<file path="src/rtl/control_sequencer.sv">
// Hardwired control unit: decodes IR and sequences dataPath strobes through
// fetch (T0-T2) and execute (T3-T7), with memory wait states set by MEM_LAT.
module control_sequencer #(
    parameter int OPC_W   = 5,
    parameter int CTRL_W  = 4,
    parameter int MEM_LAT = 1,
    parameter int ALU_ADD = 2,
    parameter int ALU_SUB = 3,
    parameter int ALU_AND = 4,
    parameter int ALU_OR  = 5
) (
    input  logic              clk,
    input  logic              reset,
    input  logic [31:0]       ir,
    output logic              PCout,
    output logic              Zlowout,
    output logic              MDRout,
    output logic              MARin,
    output logic              Zlowin,
    output logic              PCin,
    output logic              MDRin,
    output logic              IRin,
    output logic              Yin,
    output logic              IncPc,
    output logic              read,
    output logic              write,
    output logic              GRA,
    output logic              GRB,
    output logic              GRC,
    output logic              Rin,
    output logic              Rout,
    output logic              BAout,
    output logic              Cout,
    output logic [CTRL_W-1:0] control,
    output logic [1:0]        mdr_read,
    output logic              run,
    output logic [3:0]        step
);

    typedef enum logic [3:0] {
        T0   = 4'd0,
        T1   = 4'd1,
        T2   = 4'd2,
        T3   = 4'd3,
        T4   = 4'd4,
        T5   = 4'd5,
        T6   = 4'd6,
        T7   = 4'd7,
        HALT = 4'd15
    } state_t;

    localparam int CNT_W = (MEM_LAT > 1) ? $clog2(MEM_LAT) : 1;
    localparam logic [CNT_W-1:0] CNT_LOAD = CNT_W'(MEM_LAT - 1);

    localparam logic [OPC_W-1:0] OP_LD   = OPC_W'(0);
    localparam logic [OPC_W-1:0] OP_LDI  = OPC_W'(1);
    localparam logic [OPC_W-1:0] OP_ST   = OPC_W'(2);
    localparam logic [OPC_W-1:0] OP_ADD  = OPC_W'(3);
    localparam logic [OPC_W-1:0] OP_SUB  = OPC_W'(4);
    localparam logic [OPC_W-1:0] OP_AND  = OPC_W'(5);
    localparam logic [OPC_W-1:0] OP_OR   = OPC_W'(6);
    localparam logic [OPC_W-1:0] OP_ADDI = OPC_W'(7);
    localparam logic [OPC_W-1:0] OP_HALT = OPC_W'(27);

    state_t           state, state_next;
    logic [CNT_W-1:0] cnt, cnt_next;
    logic [OPC_W-1:0] opc_q;
    logic [OPC_W-1:0] ir_opc;
    logic             is_mem;
    logic             is_rtype;
    logic             unused_ir;

    assign ir_opc    = ir[31 -: OPC_W];
    assign unused_ir = ^ir[31-OPC_W:0];
    assign is_mem    = (opc_q == OP_LD) || (opc_q == OP_LDI) || (opc_q == OP_ST);
    assign is_rtype  = (opc_q == OP_ADD) || (opc_q == OP_SUB) ||
                       (opc_q == OP_AND) || (opc_q == OP_OR);

    always_ff @(posedge clk) begin
        if (reset) begin
            state <= T0;
            cnt   <= '0;
            opc_q <= '0;
        end else begin
            state <= state_next;
            cnt   <= cnt_next;
            if (state == T2)
                opc_q <= ir_opc;
        end
    end

    always_comb begin
        state_next = state;
        cnt_next   = cnt;
        PCout      = 1'b0;
        Zlowout    = 1'b0;
        MDRout     = 1'b0;
        MARin      = 1'b0;
        Zlowin     = 1'b0;
        PCin       = 1'b0;
        MDRin      = 1'b0;
        IRin       = 1'b0;
        Yin        = 1'b0;
        IncPc      = 1'b0;
        read       = 1'b0;
        write      = 1'b0;
        GRA        = 1'b0;
        GRB        = 1'b0;
        GRC        = 1'b0;
        Rin        = 1'b0;
        Rout       = 1'b0;
        BAout      = 1'b0;
        Cout       = 1'b0;
        control    = '0;
        mdr_read   = 2'b00;
        run        = 1'b1;
        step       = state;

        case (state)
            T0: begin
                PCout      = 1'b1;
                MARin      = 1'b1;
                IncPc      = 1'b1;
                Zlowin     = 1'b1;
                state_next = T1;
                cnt_next   = CNT_LOAD;
            end
            T1: begin
                // PC writeback only on the first cycle of the fetch read
                read     = 1'b1;
                MDRin    = 1'b1;
                mdr_read = 2'b01;
                if (cnt == CNT_LOAD) begin
                    Zlowout = 1'b1;
                    PCin    = 1'b1;
                end
                if (cnt == '0)
                    state_next = T2;
                else
                    cnt_next = cnt - CNT_W'(1);
            end
            T2: begin
                MDRout = 1'b1;
                IRin   = 1'b1;
                case (ir_opc)
                    OP_LD, OP_LDI, OP_ST, OP_ADD, OP_SUB,
                    OP_AND, OP_OR, OP_ADDI: state_next = T3;
                    OP_HALT:                state_next = HALT;
                    default:                state_next = T0;
                endcase
            end
            T3: begin
                GRB        = 1'b1;
                Yin        = 1'b1;
                BAout      = is_mem;
                Rout       = !is_mem;
                state_next = T4;
            end
            T4: begin
                Zlowin = 1'b1;
                if (is_rtype) begin
                    GRC  = 1'b1;
                    Rout = 1'b1;
                    case (opc_q)
                        OP_SUB:  control = CTRL_W'(ALU_SUB);
                        OP_AND:  control = CTRL_W'(ALU_AND);
                        OP_OR:   control = CTRL_W'(ALU_OR);
                        default: control = CTRL_W'(ALU_ADD);
                    endcase
                end else begin
                    Cout    = 1'b1;
                    control = CTRL_W'(ALU_ADD);
                end
                state_next = T5;
            end
            T5: begin
                Zlowout = 1'b1;
                if ((opc_q == OP_LD) || (opc_q == OP_ST)) begin
                    MARin      = 1'b1;
                    state_next = T6;
                    cnt_next   = CNT_LOAD;
                end else begin
                    GRA        = 1'b1;
                    Rin        = 1'b1;
                    state_next = T0;
                end
            end
            T6: begin
                MDRin = 1'b1;
                if (opc_q == OP_ST) begin
                    GRA        = 1'b1;
                    Rout       = 1'b1;
                    state_next = T7;
                    cnt_next   = CNT_LOAD;
                end else begin
                    read     = 1'b1;
                    mdr_read = 2'b01;
                    if (cnt == '0)
                        state_next = T7;
                    else
                        cnt_next = cnt - CNT_W'(1);
                end
            end
            T7: begin
                if (opc_q == OP_ST) begin
                    write = 1'b1;
                    if (cnt == '0)
                        state_next = T0;
                    else
                        cnt_next = cnt - CNT_W'(1);
                end else begin
                    MDRout     = 1'b1;
                    GRA        = 1'b1;
                    Rin        = 1'b1;
                    state_next = T0;
                end
            end
            HALT: begin
                run = 1'b0;
            end
            default: begin
                state_next = T0;
            end
        endcase

        // Reset masks everything so an abandoned instruction leaves no strobes
        if (reset) begin
            PCout    = 1'b0;
            Zlowout  = 1'b0;
            MDRout   = 1'b0;
            MARin    = 1'b0;
            Zlowin   = 1'b0;
            PCin     = 1'b0;
            MDRin    = 1'b0;
            IRin     = 1'b0;
            Yin      = 1'b0;
            IncPc    = 1'b0;
            read     = 1'b0;
            write    = 1'b0;
            GRA      = 1'b0;
            GRB      = 1'b0;
            GRC      = 1'b0;
            Rin      = 1'b0;
            Rout     = 1'b0;
            BAout    = 1'b0;
            Cout     = 1'b0;
            control  = '0;
            mdr_read = 2'b00;
            run      = 1'b1;
            step     = 4'd0;
        end
    end

endmodule

</file>
<file path="config.mk">
export PLATFORM = sky130hd
export DESIGN_NAME = control_sequencer
export DESIGN_NICKNAME = d
export VERILOG_FILES = /design/src/rtl/control_sequencer.sv
export SDC_FILE = /design/constraint.sdc
export NUM_CORES = 1
export LEC_CHECK = 0
export BUFFER_PORTS_ARGS = -buffer_cell sky130_fd_sc_hd__buf_4
export CAP_MARGIN = 10
export CORE_MARGIN = 2
export CORE_UTILIZATION = 42
export CTS_BUF_LIST = sky130_fd_sc_hd__clkbuf_4 sky130_fd_sc_hd__clkbuf_8
export CTS_CLUSTER_SIZE = 40
export DETAILED_ROUTE_END_ITERATION = 10
export PLACE_DENSITY = 0.92
export REMOVE_ABC_BUFFERS = 1
export SLEW_MARGIN = 5
export SYNTH_ARGS = -nofsm -noshare
export SYNTH_HDL_FRONTEND = slang
export SYNTH_SLANG_ARGS = --single-unit
</file>
<file path="constraint.sdc">
create_clock -name clk -period 8.6 [get_ports clk]
set_input_delay 2.58 -clock clk [delete_from_list [all_inputs] [get_ports clk]]
set_output_delay 2.58 -clock clk [all_outputs]
set_load 0.02 [all_outputs]
</file>
==> Yosys cells after proc, flatten, opt, wreduce, memory -nomap -nowiden <==
Memory sizes are Yosys's and may differ from the RTL's.
Index checks and enable logic that the tools add are counted.
Widths: inputs -> output; s select.
{ "word_totals": {"ff_bits": 10, "mem_bits_ro": 128, "inputBits": 34, "wordCells": 102, "memories": 1} }
{ "op_classes": {"n_addsub": 1, "eq_ne": 19, "n_mux": 63, "bitwise": 1, "reduce_logical": 14} }
{ "memory_table": {"columns": ["name", "words", "word_bits", "read_ports", "rd_clocked_by_memory_dff", "write_ports", "line", "text"], "rows": [
  ["(no name shown)", 32, 4, 1, 0, 0, "145", "case (ir_opc)"]
]} }
{ "ops": {"columns": ["operator", "n"], "rows": [
  ["$mux 1", 41],
  ["$mux 4", 9],
  ["$pmux 4 s9", 1],
  ["$eq 4x3->1 const B", 4],
  ["$eq 5x3->1 const B", 3],
  ["$pmux 1 s2", 6],
  ["$eq 5x2->1 const B", 2],
  ["$pmux 3 s3", 1],
  ["$eq 4x2->1 const B", 2],
  ["$logic_or 1x1->1", 6],
  ["$ne 2x2->1 const B", 3],
  ["$ne 3x3->1 const B", 2],
  ["$pmux 1 s3", 2],
  ["$eq 5x1->1 const B", 1],
  ["$logic_not 5->1", 1],
  ["$pmux 1 s5", 1],
  ["$reduce_bool 5->1", 1],
  ["$eq 4x1->1 const B", 1],
  ["$eq 4x4->1 const B", 1],
  ["$logic_not 4->1", 1],
  ["$reduce_and 4->1", 1],
  ["$reduce_or 2->1", 2],
  ["$mux 3", 1],
  ["$reduce_and 3->1", 1],
  ["other kinds (4)", 4]
]} }

==> Depth between registers and ports, before layout <==
Gate-level depths: netlist of run 1.
{ "depth": {"ltp_word": 7, "ltp_mapped": 6, "mapped_depth_nobuf": 4} }

==> Least setup slack after synthesis of run 1 <==
Ideal clock, no wire load.
{ "synth_timing": {"path_kind": "input port to output port", "startpoint": "input reset", "endpoint": "output Rout", "t_arrival_ps": 4109, "t_required_ps": 6020, "slack_ps": 1911, "path_stages": 5, "path_cell_list": "buf_6 -> or3_4 -> or3b_4 -> nor4_4 -> o21bai_1"} }
{ "synth_via": {"elab_chain_cells": 1} }
{ "synth_rtl": {"columns": ["element", "line", "text"], "rows": [
  ["start, declared", "13", "input logic reset,"],
  ["$mux 1", "227", "if (reset) begin"],
  ["end, declared", "31", "output logic Rout,"]
]} }
Every way passes these cells.

==> Worst setup path after layout of run 1 <==
Ends and elaborated chain as after synthesis.

==> results.cfg, run 1 <==
[worst_setup_path]
worstPathArrival_ns = 4.08
cp-endpoint = Rout
startpoint = reset
timing.rr.start = state[2]$_SDFFE_PP0P_
timing.setup.critical_path_class = primary input to output port
end_kind = output port
ff2ff_path_depth = 4
critPathRequiredTime_ns = 6.02
worstReg2RegEnd = state[3]$_SDFFE_PP0P_
path_max_fanout = 19
r2r_slack_ns = 6.77
worst_setup_path_start_kind = primary input

[pwr]
p_leak_uw = 0.000499
pwr_density_cell_nw_per_um2 = 121
peakVddDrop_uv = 88.9

[clock_network]
clockBufferDepth = 2
cts_root_buffer = clkbuf_4
clock_latency_ns = 0.26
cts_max_level = 1
clkTransAtPathRegs_ns = 0.07
cts_resized = 0
cts_tree = built
hold_buffers = 0
cts_sinks = 9
postCtsSetupRepairBufs = 0
numCtsBuffers = 3

[placed_design]
hpwlAfterDp_um = 1540
place_inst = 161
place.port_buffers = 34
gp_congestion = 0.799

[timing]
setup_tns_ns = 0
holdWs_ns = 0.635
worst_pin_slew_ns = 0.536
finalHoldViolCount = 0
clock_skew_ns = 0.0105
final_max_slew_viol_count = 0
finalCriticalPeriod_ns = 6.66
finalSetupViolations = 0
rsz0062_at_grt = no
slew-limit-headroom_pct = 63.9
finalCritPeriodShare_pct = 77.4
max_freq_mhz = 150

[floorplanning]
fp.coreArea_um2 = 1760
fp.dieW_um = 47.7
die_h_um = 47.7
core.rowCount = 15
ios = 64
start_util_pct = 45.5
dieArea_um2 = 2280

[global_route]
antenna_found_initial = 0
grt_pass1_vias = 720
grt_overflow = 0
gr-usage-all-layers_pct = 18.9
grt_max_degree = 20
grt_pass1_wl_um = 3140

[run]
max-cap-violations = 0

[synth]
synth_cell_type_count = 34
syn_area_um2 = 802
async_flop_share_pct = 0
ys_seq_area_share_pct = 22.5
synth_cells = 115
syn_area_per_cell_um2 = 6.97
synth_edf_count = 0
ys_seq_elements = 9
synth_warnings = 0
synthFlopType = dfxtp_1

[finish]
layout-drive-gt1-share_pct = 30.7
nets = 175
area_delta_synth_final_pct = 29.8
instances_no_fill = 165
diodes = 0
final_common_cell = buf_4
fillers = 185
mostFrequentLayoutCells = 34 x buf_4, 19 x nor2_1, 9 x dfxtp_1

[routing]
routed_wl_um = 2060
drtAntennaViolNets = 0
viasPerCell = 5.47
dr.pass1.iters = 4
vias = 902
drtIter0Drc = 14
drc = 0
routedWlPerCell_um = 12.5

[min_path]
holdCritPathClass = flip-flop to flip-flop

[outcome]
status = complete, no violations
worst max-delay path, cell delays in order:
cell      delay [ns]
buf_4           0.17
or3_4           0.37
or3b_4          0.43
nor4_4          0.23
o21bai_1        0.14
buf_4           0.15
layout make-up:
type / count / area, µm² / share of cell area, %
timing repair buffer: 34 / 255 / 24.5
multi-input combinational: 90 / 536 / 51.4
tap: 25 / 31.3 / 3.00
clock inverter: 1 / 5.00 / 0.481
inverter: 3 / 11.3 / 1.08
clock buffer: 3 / 22.5 / 2.16
sequential: 9 / 180 / 17.3
worst min-delay path by stage:
stage                                      from                     to  cells after the start
after detailed placement  opc_q[1]$_SDFFE_PP0N_  opc_q[1]$_SDFFE_PP0N_                      2
after global placement    opc_q[0]$_SDFFE_PP0N_  opc_q[0]$_SDFFE_PP0N_                      2
after floorplan           opc_q[1]$_SDFFE_PP0N_  opc_q[1]$_SDFFE_PP0N_                      2
final                     opc_q[1]$_SDFFE_PP0N_  opc_q[1]$_SDFFE_PP0N_                      2
after global routing      opc_q[0]$_SDFFE_PP0N_  opc_q[0]$_SDFFE_PP0N_                      2
after CTS                 opc_q[1]$_SDFFE_PP0N_  opc_q[1]$_SDFFE_PP0N_                      2
where the power goes:
| part | leakage (µW) | total (µW) | switching, µW | internal, µW |
|---|---|---|---|---|
| Sequential | 0.0000733 | 51.0 | 6.96 | 44.0 |
| Clock | 0.0000177 | 32.8 | 15.7 | 17.1 |
| Combinational | 0.000408 | 42.6 | 24.5 | 18.1 |
metal layers:
| layer | track usage [%] | up-vias | share of wire [%] |
|---|---|---|---|
| met1 | 23.9 | 415 | 41 |
| met5 | 0 | - | 0 |
| li1 | - | 447 | - |
| met3 | 3.40 | 0 | 7.0 |
| met4 | 1.62 | 0 | 0 |
| met2 | 34.7 | 40 | 52 |
sequential cells by signal, summed over array words and instances (netlist names):
signal and flops:
opc_q 5, state 4
kinds of logic after synthesis:
kind of cell           count (synthesis)  synth area share (%)
AND/OR/NAND/NOR                       58                  40.4
buffers and inverters                 17                  11.2
AO/OA/AOI/OAI                         23                  17.0
multiplexers                           5                  6.24
XOR/XNOR                               2                  2.18
other                                  1                 0.468
flip-flops                             9                  22.5
synth_stat cells (3+ instances only):
cell type | instances | area share [%]
clkbuf_1 | 8 | 3.7
nor2_1 | 19 | 8.9
a31oi_1 | 3 | 2.3
nand2b_1 | 3 | 2.3
nor3_1 | 8 | 5.0
nand2_1 | 8 | 3.7
o21ai_0 | 5 | 3.1
nor2b_1 | 3 | 2.3
dfxtp_1 | 9 | 22
mux2i_1 | 5 | 6.2
a21oi_1 | 6 | 3.7
buf_4 | 5 | 4.7
inv_1 | 3 | 1.4
a211oi_1 | 3 | 2.8
stage by stage:
| stage | setup WS [ns] | util [%] | total power, µW | area [µm²] |
|---|---|---|---|---|
| finish | 1.94 | 59.0 | 126 | 1040 |
| detailed placement | 1.94 | 57.4 | 94.1 | 1010 |
| CTS | 1.94 | 59.0 | 127 | 1040 |
| floorplan | 2.03 | - | 77.0 | 727 |
| global route | 1.86 | 59.0 | 134 | 1040 |
| global placement | 1.96 | 57.4 | 92.8 | 1010 |
No activity file was read; power rests on OpenSTA's default activity.
==> run 2: changes to the inputs <==
--- a/config.mk
+++ b/config.mk
@@ -5,14 +5,15 @@
 export SDC_FILE = /design/constraint.sdc
 export NUM_CORES = 1
 export LEC_CHECK = 0
+export ABC_AREA = 1
 export BUFFER_PORTS_ARGS = -buffer_cell sky130_fd_sc_hd__buf_4
 export CAP_MARGIN = 10
 export CORE_MARGIN = 2
-export CORE_UTILIZATION = 42
+export CORE_UTILIZATION = 40
 export CTS_BUF_LIST = sky130_fd_sc_hd__clkbuf_4 sky130_fd_sc_hd__clkbuf_8
 export CTS_CLUSTER_SIZE = 40
 export DETAILED_ROUTE_END_ITERATION = 10
-export PLACE_DENSITY = 0.92
+export PLACE_DENSITY = 0.88
 export REMOVE_ABC_BUFFERS = 1
 export SLEW_MARGIN = 5
 export SYNTH_ARGS = -nofsm -noshare
==> constraint.sdc (replaced) <==
create_clock -name clk -period 6.7 [get_ports clk]
set_input_delay 2.01 -clock clk [delete_from_list [all_inputs] [get_ports clk]]
set_output_delay 2.01 -clock clk [all_outputs]
set_load 0.02 [all_outputs]
==> results.cfg, run 2 <==
[timing]
rsz0062_at_grt = no
holdWs_ns = 0.472
clock_skew_ns = 0.00513
final_max_slew_viol_count = 0
finalSetupViolations = 0
finalCriticalPeriod_ns = 5.20
finalHoldViolCount = 0
fin_ws_ns = 1.50
finalCritPeriodShare_pct = 77.6
max_freq_mhz = 192
setup_tns_ns = 0

[finish]
area_delta_synth_final_pct = 30.9
nets = 207
instances_no_fill = 199
largest_reg_flops = 5
stdcell_area_um2 = 1080
top_register = opc_q
layout-drive-gt1-share_pct = 37.2
diodes = 0
mostFrequentLayoutCells = 39 x nand2_1, 34 x buf_4, 28 x nor2_1
fillers = 198
reg_top3 = opc_q (5), state (4)
final_common_cell = nand2_1

[routing]
drtAntennaViolNets = 0
viasPerCell = 4.55
wl_met1_um = 916
dr.pass1.iters = 4
top_layer_used = met4
routed_wl_um = 1970
drc = 0
routedWlPerCell_um = 9.87
drtIter0Drc = 8
vias = 905
wl_met2_um = 877
routed-wl-met3_um = 124

[clock_network]
hold_buffers = 0
numCtsBuffers = 3
clockBufferDepth = 2
cts_max_level = 1
cts_resized = 0
cts_root_buffer = clkbuf_4
clock_latency_ns = 0.27
cts_tree = built
clkTransAtPathRegs_ns = 0.06
postCtsSetupRepairBufs = 0
cts_sinks = 9

[min_path]
holdCritPathClass = flip-flop to flip-flop

[placed_design]
gp_congestion = 0.810
place_ws_ns = 1.51
place_inst = 195
place.port_buffers = 34
placed_area_um2 = 1050
hpwlAfterDp_um = 1630

[outcome]
status = complete, no violations

[worst_setup_path]
end_kind = output port
critPathRequiredTime_ns = 4.69
path_max_fanout = 19
worstPathArrival_ns = 3.19
worst_setup_path_start_kind = primary input
timing.setup.critical_path_class = primary input to output port

[synth]
async_flop_share_pct = 0
synth_adder_area_share_pct = 0
synth_xor_xnor_area_share_pct = 0
synth_edf_count = 0
synth_top_area_share_pct = 21.9
synth_commonest_cells = 39 x nand2_1, 28 x nor2_1, 13 x inv_1, 9 x dfxtp_1, 6 x nor2_2
synthFlopType = dfxtp_1
synth_cells = 142
ys_seq_area_share_pct = 21.9
synthMuxAreaShare_pct = 0
ys_seq_elements = 9
synth_top_family_by_area = simple AND/OR/NAND/NOR gates
synth_area_leaders = dfxtp_1 22%, nand2_1 18%, nor2_1 13%
yosysMostFrequentCell = nand2_1
synth_warnings = 0
syn_area_per_cell_um2 = 5.80
syn_area_um2 = 823
synth_cell_type_count = 26
synth-compound-area-share_pct = 12.3
synth-simple-area-share_pct = 48.2
yosys.area.top_type = dfxtp_1

[pwr]
p_leak_uw = 0.000584
peakVddDrop_uv = 113
pwr_density_cell_nw_per_um2 = 215

[global_route]
grt_pass1_vias = 779
grt_max_degree = 20
antenna_found_initial = 0
grt_pass1_wl_um = 3210
grt_overflow = 0
gr-usage-all-layers_pct = 16.6

[floorplanning]
die_h_um = 49.4
fp.coreArea_um2 = 1940
ios = 64
fp.dieW_um = 49.4
dieArea_um2 = 2440
start_util_pct = 42.4
core.rowCount = 16

[run]
max-cap-violations = 0
## run 2: final timing paths
path,endpoint,slack (ns),cells past startpoint,from
min reg2reg,opc_q[3]$_SDFFE_PP0N_,0.47,2,opc_q[3]$_SDFFE_PP0N_
max reg2reg,state[2]$_SDFFE_PP0P_,5.40,8,state[1]$_SDFFE_PP0P_
min,opc_q[3]$_SDFFE_PP0N_,0.47,2,opc_q[3]$_SDFFE_PP0N_
max,write,1.50,5,reset
## run 2: layout make-up
cell class,instances,area [µm²],share of cell area (%)
Timing Repair Buffer,34,255,23.7
Multi-Input combinational cell,106,505,46.9
Clock buffer,4,30.0,2.79
Tap cell,27,33.8,3.14
Inverter,19,72.6,6.74
Sequential cell,9,180,16.7
## run 2: per-layer routing
| metal | GRT usage [%] | vias to the layer above |
|---|---|---|
| li1 | - | 489 |
| met1 | 19.9 | 379 |
| met2 | 28.4 | 32 |
| met3 | 2.45 | 5 |
| met4 | 8.57 | 0 |
| met5 | 0 | - |
## run 2: worst max-delay path, stage by stage
cell and delay [ns]:
buf_4 0.18, inv_1 0.34, nand2_1 0.17, nor4_1 0.29
buf_4 0.19
## run 2: cells by family (layout without fill, tap and decap cells)
kind of cell / count (synthesis) / after routing
AND/OR/NAND/NOR: 90 / 90
buffers and inverters: 28 / 57
flip-flops: 9 / 9
AO/OA/AOI/OAI: 14 / 14
other: 1 / 2
## run 2: power by group
part,switching (µW),total (µW),internal (µW)
logic,75.1,115,40.3
clock network,20.0,47.0,27.1
registers,8.29,69.3,61.0
## run 2: stage by stage
stage / util (%) / total power, µW
floorplan: - / 147
global placement: 53.9 / 184
detailed placement: 53.9 / 187
CTS: 55.5 / 234
global route: 55.5 / 248
finish: 55.5 / 232
